`src/rtl/sw_btn_io_ctrl.sv`:
```
// sw_btn_io_ctrl
//   Switch/button input controller on the CPU peripheral bus. Each raw input is
//   synchronised and debounced. Accepted level changes latch sticky pending bits
//   (switches: either edge; buttons: press only). The pending bits drive a maskable
//   level interrupt. Status, pending and mask are read through a word-addressed
//   register file.
//
// Ports
//   clk, rst            system clock, asynchronous active-high reset
//   sw, btn             raw switch / button levels (asynchronous to clk)
//   led_out             LED register value, shown in STATUS
//   counter0..2_out     counter outputs, shown in STATUS
//   cs, we, addr        bus select, write strobe, word offset
//   cpu_data2bus        write data
//   cpu_data4bus        read data (combinational)
//   irq                 interrupt request, |(pend & mask)
//
// Register map
//   0 STATUS (RO)  [31]=counter0 [30]=counter1 [29]=counter2
//                  [NIN+7:NIN]=led_out [NIN-1:0]={btn q, sw q}
//   1 PEND   (W1C) [NIN-1:0]
//   2 MASK   (RW)  [NIN-1:0]
//   3 reads 0, writes ignored
module sw_btn_io_ctrl #(
   parameter int unsigned N_SW      = 8,
   parameter int unsigned N_BTN     = 4,
   parameter int unsigned DB_CYCLES = 16
) (
   input  logic             clk,
   input  logic             rst,
   input  logic [N_SW-1:0]  sw,
   input  logic [N_BTN-1:0] btn,
   input  logic [7:0]       led_out,
   input  logic             counter0_out,
   input  logic             counter1_out,
   input  logic             counter2_out,
   input  logic             cs,
   input  logic             we,
   input  logic [1:0]       addr,
   input  logic [31:0]      cpu_data2bus,
   output logic [31:0]      cpu_data4bus,
   output logic             irq
);

   localparam int unsigned NIN = N_SW + N_BTN;
   localparam int unsigned CW  = $clog2(DB_CYCLES);
   localparam logic [CW-1:0] CntMax = CW'(DB_CYCLES - 1);

   logic [NIN-1:0] raw;
   logic [NIN-1:0] sync1_q, sync2_q;
   logic [NIN-1:0] q_q, q_d;
   logic [CW-1:0]  cnt_q [NIN];
   logic [CW-1:0]  cnt_d [NIN];
   logic [NIN-1:0] ev;
   logic [NIN-1:0] clr;
   logic [NIN-1:0] pend_q, pend_d;
   logic [NIN-1:0] mask_q, mask_d;
   logic           unused_wdata;

   // Bit order {btn, sw} matches the STATUS/PEND/MASK layouts.
   assign raw = {btn, sw};
   assign unused_wdata = ^cpu_data2bus[31:NIN];

   // Debounce: a new level is taken only after DB_CYCLES consecutive differing samples.
   always_comb begin
      for (int i = 0; i < NIN; i++) begin
         q_d[i]   = q_q[i];
         cnt_d[i] = cnt_q[i];
         if (sync2_q[i] == q_q[i]) begin
            cnt_d[i] = '0;
         end else if (cnt_q[i] == CntMax) begin
            q_d[i]   = sync2_q[i];
            cnt_d[i] = '0;
         end else begin
            cnt_d[i] = cnt_q[i] + 1'b1;
         end
      end
   end

   // Events come from next-q so pend sets on the same edge q flips.
   always_comb begin
      ev = '0;
      for (int i = 0; i < NIN; i++) begin
         if (i < N_SW) ev[i] = q_d[i] ^ q_q[i];
         else          ev[i] = q_d[i] & ~q_q[i];
      end
   end

   assign clr = (cs && we && addr == 2'd1) ? cpu_data2bus[NIN-1:0] : '0;

   always_comb begin
      pend_d = (pend_q & ~clr) | ev;  // set wins over a same-cycle clear
      mask_d = mask_q;
      if (cs && we && addr == 2'd2) mask_d = cpu_data2bus[NIN-1:0];
   end

   always_ff @(posedge clk or posedge rst) begin
      if (rst) begin
         sync1_q <= '0;
         sync2_q <= '0;
         q_q     <= '0;
         pend_q  <= '0;
         mask_q  <= '0;
         for (int i = 0; i < NIN; i++) cnt_q[i] <= '0;
      end else begin
         sync1_q <= raw;
         sync2_q <= sync1_q;
         q_q     <= q_d;
         pend_q  <= pend_d;
         mask_q  <= mask_d;
         for (int i = 0; i < NIN; i++) cnt_q[i] <= cnt_d[i];
      end
   end

   assign irq = |(pend_q & mask_q);

   always_comb begin
      cpu_data4bus = '0;
      unique case (addr)
         2'd0: begin
            cpu_data4bus[31]            = counter0_out;
            cpu_data4bus[30]            = counter1_out;
            cpu_data4bus[29]            = counter2_out;
            cpu_data4bus[NIN+7:NIN]     = led_out;
            cpu_data4bus[NIN-1:0]       = q_q;
         end
         2'd1: cpu_data4bus[NIN-1:0] = pend_q;
         2'd2: cpu_data4bus[NIN-1:0] = mask_q;
         2'd3: cpu_data4bus = '0;
         default: cpu_data4bus = '0;
      endcase
   end

endmodule

```
`config.mk`:
```
export PLATFORM = sky130hd
export DESIGN_NAME = sw_btn_io_ctrl
export DESIGN_NICKNAME = d
export VERILOG_FILES = /design/src/rtl/sw_btn_io_ctrl.sv
export SDC_FILE = /design/constraint.sdc
export NUM_CORES = 1
export LEC_CHECK = 0
export BUFFER_PORTS_ARGS = -buffer_cell sky130_fd_sc_hd__buf_2
export CORE_MARGIN = 2
export CORE_UTILIZATION = 45
export CTS_CLUSTER_DIAMETER = 60
export CTS_CLUSTER_SIZE = 25
export DETAILED_ROUTE_END_ITERATION = 10
export MAX_ROUTING_LAYER = met4
export PLACE_DENSITY_LB_ADDON = 0.08
export REMOVE_ABC_BUFFERS = 1
export SETUP_SLACK_MARGIN = 0.2
export SLEW_MARGIN = 30
export SYNTH_ARGS = -nofsm -noshare
export SYNTH_HDL_FRONTEND = slang
export SYNTH_SLANG_ARGS = --single-unit
```
`constraint.sdc`:
```
create_clock -name clk -period 10.5 [get_ports clk]
set_input_delay 2.1 -clock clk [delete_from_list [all_inputs] [get_ports clk]]
set_output_delay 2.1 -clock clk [all_outputs]
set_load 0.05 [all_outputs]
```
; After elaboration in Yosys (flattened, before gate mapping)
; Index checks and enable logic that the tools add are counted.
; W data, S select, Z words.
[totals]
reg_bits = 108
out_inout_bits = 33
in_bits = 61
wordCells = 133
[classes]
reduce_logical = 5
n_addsub = 12
n_eq_ne = 27
bitwise_logic = 20
muxes = 52
[ops]
columns = cell, n
row1 = $mux W4, 24
row2 = $add A4 B1 Y4 const B, 12
row3 = $eq A4 B4 Y1 const B, 12
row4 = $pmux W12 S4, 1
row5 = $and A12 B12 Y12, 2
row6 = $mux W1, 24
row7 = $eq A1 B1 Y1, 12
row8 = $mux W12, 1
row9 = $not A12 Y12, 1
row10 = $or A12 B12 Y12, 1
row11 = $reduce_or A12 Y1, 1
row12 = $mux W8, 1
row13 = $xor A1 B1 Y1, 8
row14 = $and A1 B1 Y1, 4
row15 = $eq A2 B2 Y1 const B, 2
row16 = $not A1 Y1, 4
row17 = $logic_and A1 B1 Y1, 3
row18 = $mux W3, 1
row19 = $eq A2 B1 Y1 const B, 1
row20 = $logic_not A2 Y1, 1

; Longest topological paths before layout
; Gate-level depths: netlist (run 1).
[logic_depth]
ltp_word = 6
depth_mapped = 5
mapped_depth_nobuf = 4

; Least setup slack after synthesis (run 1)
; No wires, ideal clock.
[synth_timing]
kind = input to output
start = input port addr[0]
end = output port cpu_data4bus[10]
stages = 4
required_ns = 8.400
setup_slack_ns = 4.670
path_buffers = 2
arrival_time_ns = 3.730
path_cell_list = buf_2 -> buf_2 -> mux2i_1 -> o21ai_0
[synth_between]
elab_chain_len = 2
elab_cells_between_ends = 5
cone_classes = 3 x eq/ne / 1 x mux / 1 x reduce/logical
[synth_rtl]
columns = item, line_no
row1 = from (decl), 39  ; input logic [1:0] addr,
row2 = $eq A2 B2 Y1 (tied with other cells), 119  ; unique case (addr)
row3 = $pmux W12 S4 *, 119
row4 = to (decl), 41  ; output logic [31:0] cpu_data4bus,
; Mark *: on every way between the ends. The rest lies on a longest branch, timed or not.

; Final worst setup path (run 1)
[layout_timing]
start = input port addr[1]
end = output port cpu_data4bus[6]
; The elaborated chain is that of the path after synthesis.

==> impl_metrics.yaml, run 1 <==
layout:
  layout.cell_area.non_filler_um2: 5240
  layout_commonest_cell: "sky130_fd_sc_hd__dfrtp_1"
  area_growth_syn_to_fin_pct: 12.9
  commonest_non_fill_non_tap_cells_in_the_layout: "sky130_fd_sc_hd__dfrtp_1 (108), sky130_fd_sc_hd__buf_2 (64), sky130_fd_sc_hd__xnor2_1 (24), sky130_fd_sc_hd__nand2_1 (24), sky130_fd_sc_hd__o21ai_0 (21)"
  final_layout_size_suffix_gt1_share_pct: 24.0
  insertedDiodeCount: 0
  num-nets-final: 515
cts:
  cts_buffer_depth: 2
  cts_sinks: 108
  cts_root_buf: "sky130_fd_sc_hd__clkbuf_8"
  worst_skew_pair.late_latency_ns: 0.37
  clkSlewWorstSetupHoldPaths_ns: 0.10
  cts_buffers: 9
  cts_htree_levels: 3
  number_of_gates_resized_after_cts: 0
  post-cts-setup-buffers: 0
  tritoncts_clock_tree: "built"
  post_cts_hold_buffer_count: 0
synthesis:
  synth_warnings: 0
  synth.avg_cell_area_um2: 12.4
  post_synth_inst_count: 374
  yosysUniqueCellTypes: 30
  synthesis.area_um2: 4640
  ys_seq_area_share_pct: 58.3
  synth.ff_latch_count: 108
setup_path:
  critical_path_class: "in2out"
  critical_path_launch_point_type: "input pin"
  critPathArrivalTime_ns: 3.38
  crit-reg2reg-capture: "q_q[4]$_DFF_PP0_"
  reg2reg_setup_slack_ns: 9.22
  worstRegToRegCells: 3
  crit_path_max_fanout: 15
  critPathCaptureType: "output pin"
  critical_path.reg2reg.startpoint: "cnt_q[28]$_DFF_PP0_"
  timing.critical_path.required_ns: 8.40
drt:
  drt_first_pass_iters: 4
  detail-route-antenna-nets: 0
  post_drt_via_cell_ratio: 5.08
  drc_violation_total_after_the_first_tritonroute_iteration: 99
  remaining_drc_errors: 0
  count_of_vias_placed_by_the_detailed_router: 2955
  wl_per_cell_um: 14.8
  routed_wirelength_um: 8590
hold_path:
  timing.hold.worst_path_depth: 0
  worst_hold_startpoint: "sync1_q[9]$_DFF_PP0_"
  hold-path-endpoint: "sync2_q[9]$_DFF_PP0_"
  hold_path_class: "reg2reg"
place:
  globalplace.congestion: 0.748
  placed_area_um2: 5060
  post-dp-hpwl_um: 5790
  placement.io_buffers: 64
timing:
  final_hold_viol_count: 0
  worst_clock_skew_ns: 0.00942
  finalMaxSlewViolations: 0
  final_setup_violations: 0
  fin_crit_ns: 5.48
  fmax_achieved_ghz: 0.183
  timing.max_slew.rel_slack_pct: 51.8
  post-route-period-util_pct: 52.1
  timing_worst_slew_pin_value_ns: 0.723
  timing.setup.tns_ns: 0
  grt_setup_unrepaired: "no"
global_routing:
  first_global_vias: 3043
  grt_remaining_overflow: 0
  grt_first_pass_wirelength_um: 14600
  maximum_number_of_pins_on_one_net_before_global_route_repair: 59
  number_of_antenna_violations_at_the_first_check_in_global_routing: 0
  track_usage_pct: 17.4
floorplan:
  coreArea_um2: 10200
  pin_count: 94
  floorplan.die_area_um2: 11100
  std_cell_rows: 37
  chipWidth_um: 106
  floorplan.initialDensity_pct: 45.6
  dieHeight_um: 106
power:
  power_density_nw_per_um2: 159
  power.ir.vdd_worst_uv: 123
  power_leakage_nw: 2.48
run:
  drv_cap: 0
outcome:
  outcome: "complete, no violations"
cell usage after synthesis, drive strengths merged:
library cell	number	area [µm²]
a21o	7	52.6
a21oi	18	90.1
a221oi	3	26.3
a22o	3	26.3
a311oi	8	70.1
a31oi	3	18.8
and2	11	68.8
and4b	1	10.0
buf	13	93.8
clkbuf	3	11.3
conb	1	3.75
dfrtp	108	2700
ha	12	150
inv	10	37.5
mux2	24	308
mux2i	12	120
nand2	24	90.1
nand3	14	75.1
nand4b	9	78.8
nor2	13	48.8
nor2b	13	88.8
nor3b	11	82.6
o21ai	21	105
o2bb2ai	8	70.1
xnor2	24	210
layer usage:
layer | track usage (%) | wire [µm] | vias to the layer above
li1 | - | - | 1439
met1 | 22.1 | 4070 | 1422
met2 | 25.9 | 3920 | 84
met3 | 5.75 | 485 | 10
met4 | 6.95 | 121 | 0
met5 | - | 0 | -
worst max-delay path by stage:
stage                     startpoint          endpoint  slack (ns)  cells past startpoint
after global routing         addr[1]  cpu_data4bus[11]        4.92                      5
after global placement       addr[1]  cpu_data4bus[11]        5.01                      5
after detailed placement     addr[1]  cpu_data4bus[11]        5.01                      5
final                        addr[1]   cpu_data4bus[6]        5.02                      5
after floorplan              addr[0]  cpu_data4bus[10]        5.11                      2
after CTS                    addr[1]  cpu_data4bus[11]        5.01                      5
flip-flops by register name, indices dropped and copies added (netlist names):
register and count:
pend_q 12, mask_q 12, q_q 12, cnt_q 48, sync2_q 12, sync1_q 12
area by class of cell:
class	instances	area, µm²
clock buffer	10	138
inverter	10	40.0
timing repair buffer	65	328
tap	136	170
multi-input combinational	248	1820
clock inverter	5	37.5
sequential	108	2700
fill	913	4940
through the flow:
step / total power, mW / hold WS [ns] / setup slack, ns / utilization, % / std cells
global route: 0.881 / 0.358 / 4.92 / 51.4 / 582
CTS: 0.851 / 0.353 / 5.01 / 51.4 / 582
detailed placement: 0.614 / 0.335 / 5.01 / 49.7 / 567
finish: 0.835 / 0.347 / 5.02 / 51.4 / 582
global placement: 0.610 / 0.332 / 5.01 / 49.7 / 567
floorplan: 0.574 / 0.331 / 5.11 / - / 366
kinds of logic after synthesis:
family / synth area share (%)
flops: 58.3
simple gates: 11.7
compound gates: 9.90
mux: 9.22
buf+inv: 3.07
xor+xnor: 4.53
fa+ha+maj: 3.24
other cells: 0.0808
report_power, final:
group / total (mW) / switching, mW / internal [mW]
logic: 0.131 / 0.0805 / 0.0506
clock network: 0.230 / 0.137 / 0.0923
registers: 0.474 / 0.0273 / 0.447
total: 0.835 / 0.245 / 0.590
critical path, cell delays in order:
cell and delay [ns]:
sky130_fd_sc_hd__buf_2 0.29, sky130_fd_sc_hd__nor2b_4 0.45, sky130_fd_sc_hd__nand2_1 0.10, sky130_fd_sc_hd__o21ai_0 0.12, sky130_fd_sc_hd__buf_2 0.31
No activity file was read; power rests on OpenSTA's default activity.
==> run 2, diff against run 1 <==
- clock period: 10.5 -> 5.2 ns (I/O delays scaled with it)
==> impl_metrics.yaml, run 2 (synthesis results as in run 1) <==
outcome:
  outcome: "complete, no violations"
timing:
  fin_crit_ns: 3.34
  finalMaxSlewViolations: 0
  final_hold_viol_count: 0
  post-route-period-util_pct: 64.2
  postLayoutSetupSlackWorst_ns: 1.86
  timing.max_slew.rel_slack_pct: 51.1
  timing.setup.tns_ns: 0
  worst_clock_skew_ns: 0.0115
  final_setup_violations: 0
  timing_worst_slew_pin_value_ns: 0.733
  fmax_achieved_ghz: 0.299
  grt_setup_unrepaired: "no"
setup_path:
  path_common_cell: "sky130_fd_sc_hd__buf_2"
  critical_path_class: "in2out"
  timing.critical_path.required_ns: 4.16
  worstPathCellList: "buf_2 -> nor2b_4 -> nand2_1 -> o21ai_0 -> buf_2"
  critPathArrivalTime_ns: 2.30
  critPathCaptureType: "output pin"
  critical_path.reg2reg.startpoint: "cnt_q[20]$_DFF_PP0_"
  reg2reg_setup_slack_ns: 3.92
  critical_path_launch_point_type: "input pin"
  timing.critical_path.slowest_cell_delay_ns: 0.45
  crit_path_max_fanout: 15
  worst-path-buf-inv: 2
  path_delay_family: "buffers and inverters"
  worstRegToRegCells: 3
  crit-reg2reg-capture: "q_q[6]$_DFF_PP0_"
  critical-path-slowest-cell: "sky130_fd_sc_hd__nor2b_4"
drt:
  detail-route-antenna-nets: 0
  drc_violation_total_after_the_first_tritonroute_iteration: 101
  post_drt_via_cell_ratio: 5.16
  routed_wirelength_um: 8350
  drt_first_pass_iters: 4
  remaining_drc_errors: 0
  wl_per_cell_um: 14.3
  count_of_vias_placed_by_the_detailed_router: 3009
layout:
  fillers: 928
  top_register: "cnt_q"
  layout.cell_area.non_filler_um2: 5270
  largest_register_ffs: 48
  layout_commonest_cell: "sky130_fd_sc_hd__dfrtp_1"
  insertedDiodeCount: 0
  num-nets-final: 515
  commonest_non_fill_non_tap_cells_in_the_layout: "sky130_fd_sc_hd__dfrtp_1 (108), sky130_fd_sc_hd__buf_2 (64), sky130_fd_sc_hd__xnor2_1 (24), sky130_fd_sc_hd__nand2_1 (24), sky130_fd_sc_hd__o21ai_0 (21)"
  final_layout_size_suffix_gt1_share_pct: 24.2
  area_growth_syn_to_fin_pct: 13.6
  final_util_pct: 51.8
floorplan:
  chipWidth_um: 106
  dieHeight_um: 106
  floorplan.initialDensity_pct: 45.6
  coreArea_um2: 10200
  floorplan.die_area_um2: 11100
  pin_count: 94
  std_cell_rows: 37
global_routing:
  grt_remaining_overflow: 0
  first_global_vias: 2979
  track_usage_pct: 16.8
  number_of_antenna_violations_at_the_first_check_in_global_routing: 0
  grt_first_pass_wirelength_um: 14200
  maximum_number_of_pins_on_one_net_before_global_route_repair: 60
cts:
  tritoncts_clock_tree: "built"
  cts_buffers: 9
  cts_sinks: 108
  post_cts_hold_buffer_count: 0
  clkSlewWorstSetupHoldPaths_ns: 0.10
  cts_root_buf: "sky130_fd_sc_hd__clkbuf_8"
  worst_skew_pair.late_latency_ns: 0.37
  cts_htree_levels: 3
  post-cts-setup-buffers: 0
  cts_buffer_depth: 2
  number_of_gates_resized_after_cts: 0
hold_path:
  timing.hold.worst_path_depth: 0
  hold_path_class: "reg2reg"
  worst_hold_startpoint: "sync1_q[6]$_DFF_PP0_"
  hold-path-endpoint: "sync2_q[6]$_DFF_PP0_"
place:
  dpl_worst_slack_ns: 1.82
  placed_area_um2: 5060
  post-dp-hpwl_um: 5660
  globalplace.congestion: 0.752
  placement.io_buffers: 64
power:
  power_leakage_nw: 2.50
  power_density_nw_per_um2: 331
  power.ir.vdd_worst_uv: 183
run:
  drv_cap: 0
## run 2: area by class of cell
class | count | area [µm²] | area share, %
Sequential cell | 108 | 2700 | 51.3
Multi-Input combinational cell | 248 | 1820 | 34.6
Timing Repair Buffer | 65 | 328 | 6.22
Tap cell | 136 | 170 | 3.23
Clock buffer | 9 | 124 | 2.35
Clock inverter | 7 | 83.8 | 1.59
Inverter | 10 | 40.0 | 0.759
## run 2: report_power, final
part / internal, mW / leakage, nW / total (mW) / switching [mW]
clock: 0.230 / 0.102 / 0.525 / 0.295
sequential: 0.903 / 1.39 / 0.958 / 0.0549
combinational: 0.102 / 1.00 / 0.263 / 0.161
total: 1.23 / 2.50 / 1.75 / 0.511
## run 2: per-layer routing
| metal | share of wire, % | global-route usage, % | vias up |
|---|---|---|---|
| met5 | 0 | - | - |
| met4 | 2.1 | 6.67 | 0 |
| met3 | 6.1 | 4.76 | 20 |
| met2 | 44 | 25.1 | 87 |
| met1 | 48 | 21.7 | 1456 |
| li1 | - | - | 1446 |
## run 2: worst max path at each step
stage / from / to / slack, ns / cells after the start
after floorplan: rst / cnt_q[0]$_DFF_PP0_ / 1.31 / 1
after global placement: addr[1] / cpu_data4bus[11] / 1.84 / 5
after detailed placement: addr[1] / cpu_data4bus[10] / 1.82 / 5
after CTS: addr[1] / cpu_data4bus[11] / 1.82 / 5
final: addr[1] / cpu_data4bus[11] / 1.86 / 5
after global routing: addr[1] / cpu_data4bus[11] / 1.72 / 5
## run 2: metrics by stage
step	hold WS, ns	instances	power, mW
final	0.357	583	1.75
after CTS	0.360	583	1.77
after detailed placement	0.335	567	1.24
after floorplan	0.331	366	1.16
after global placement	0.332	567	1.23
after global routing	0.366	583	1.83
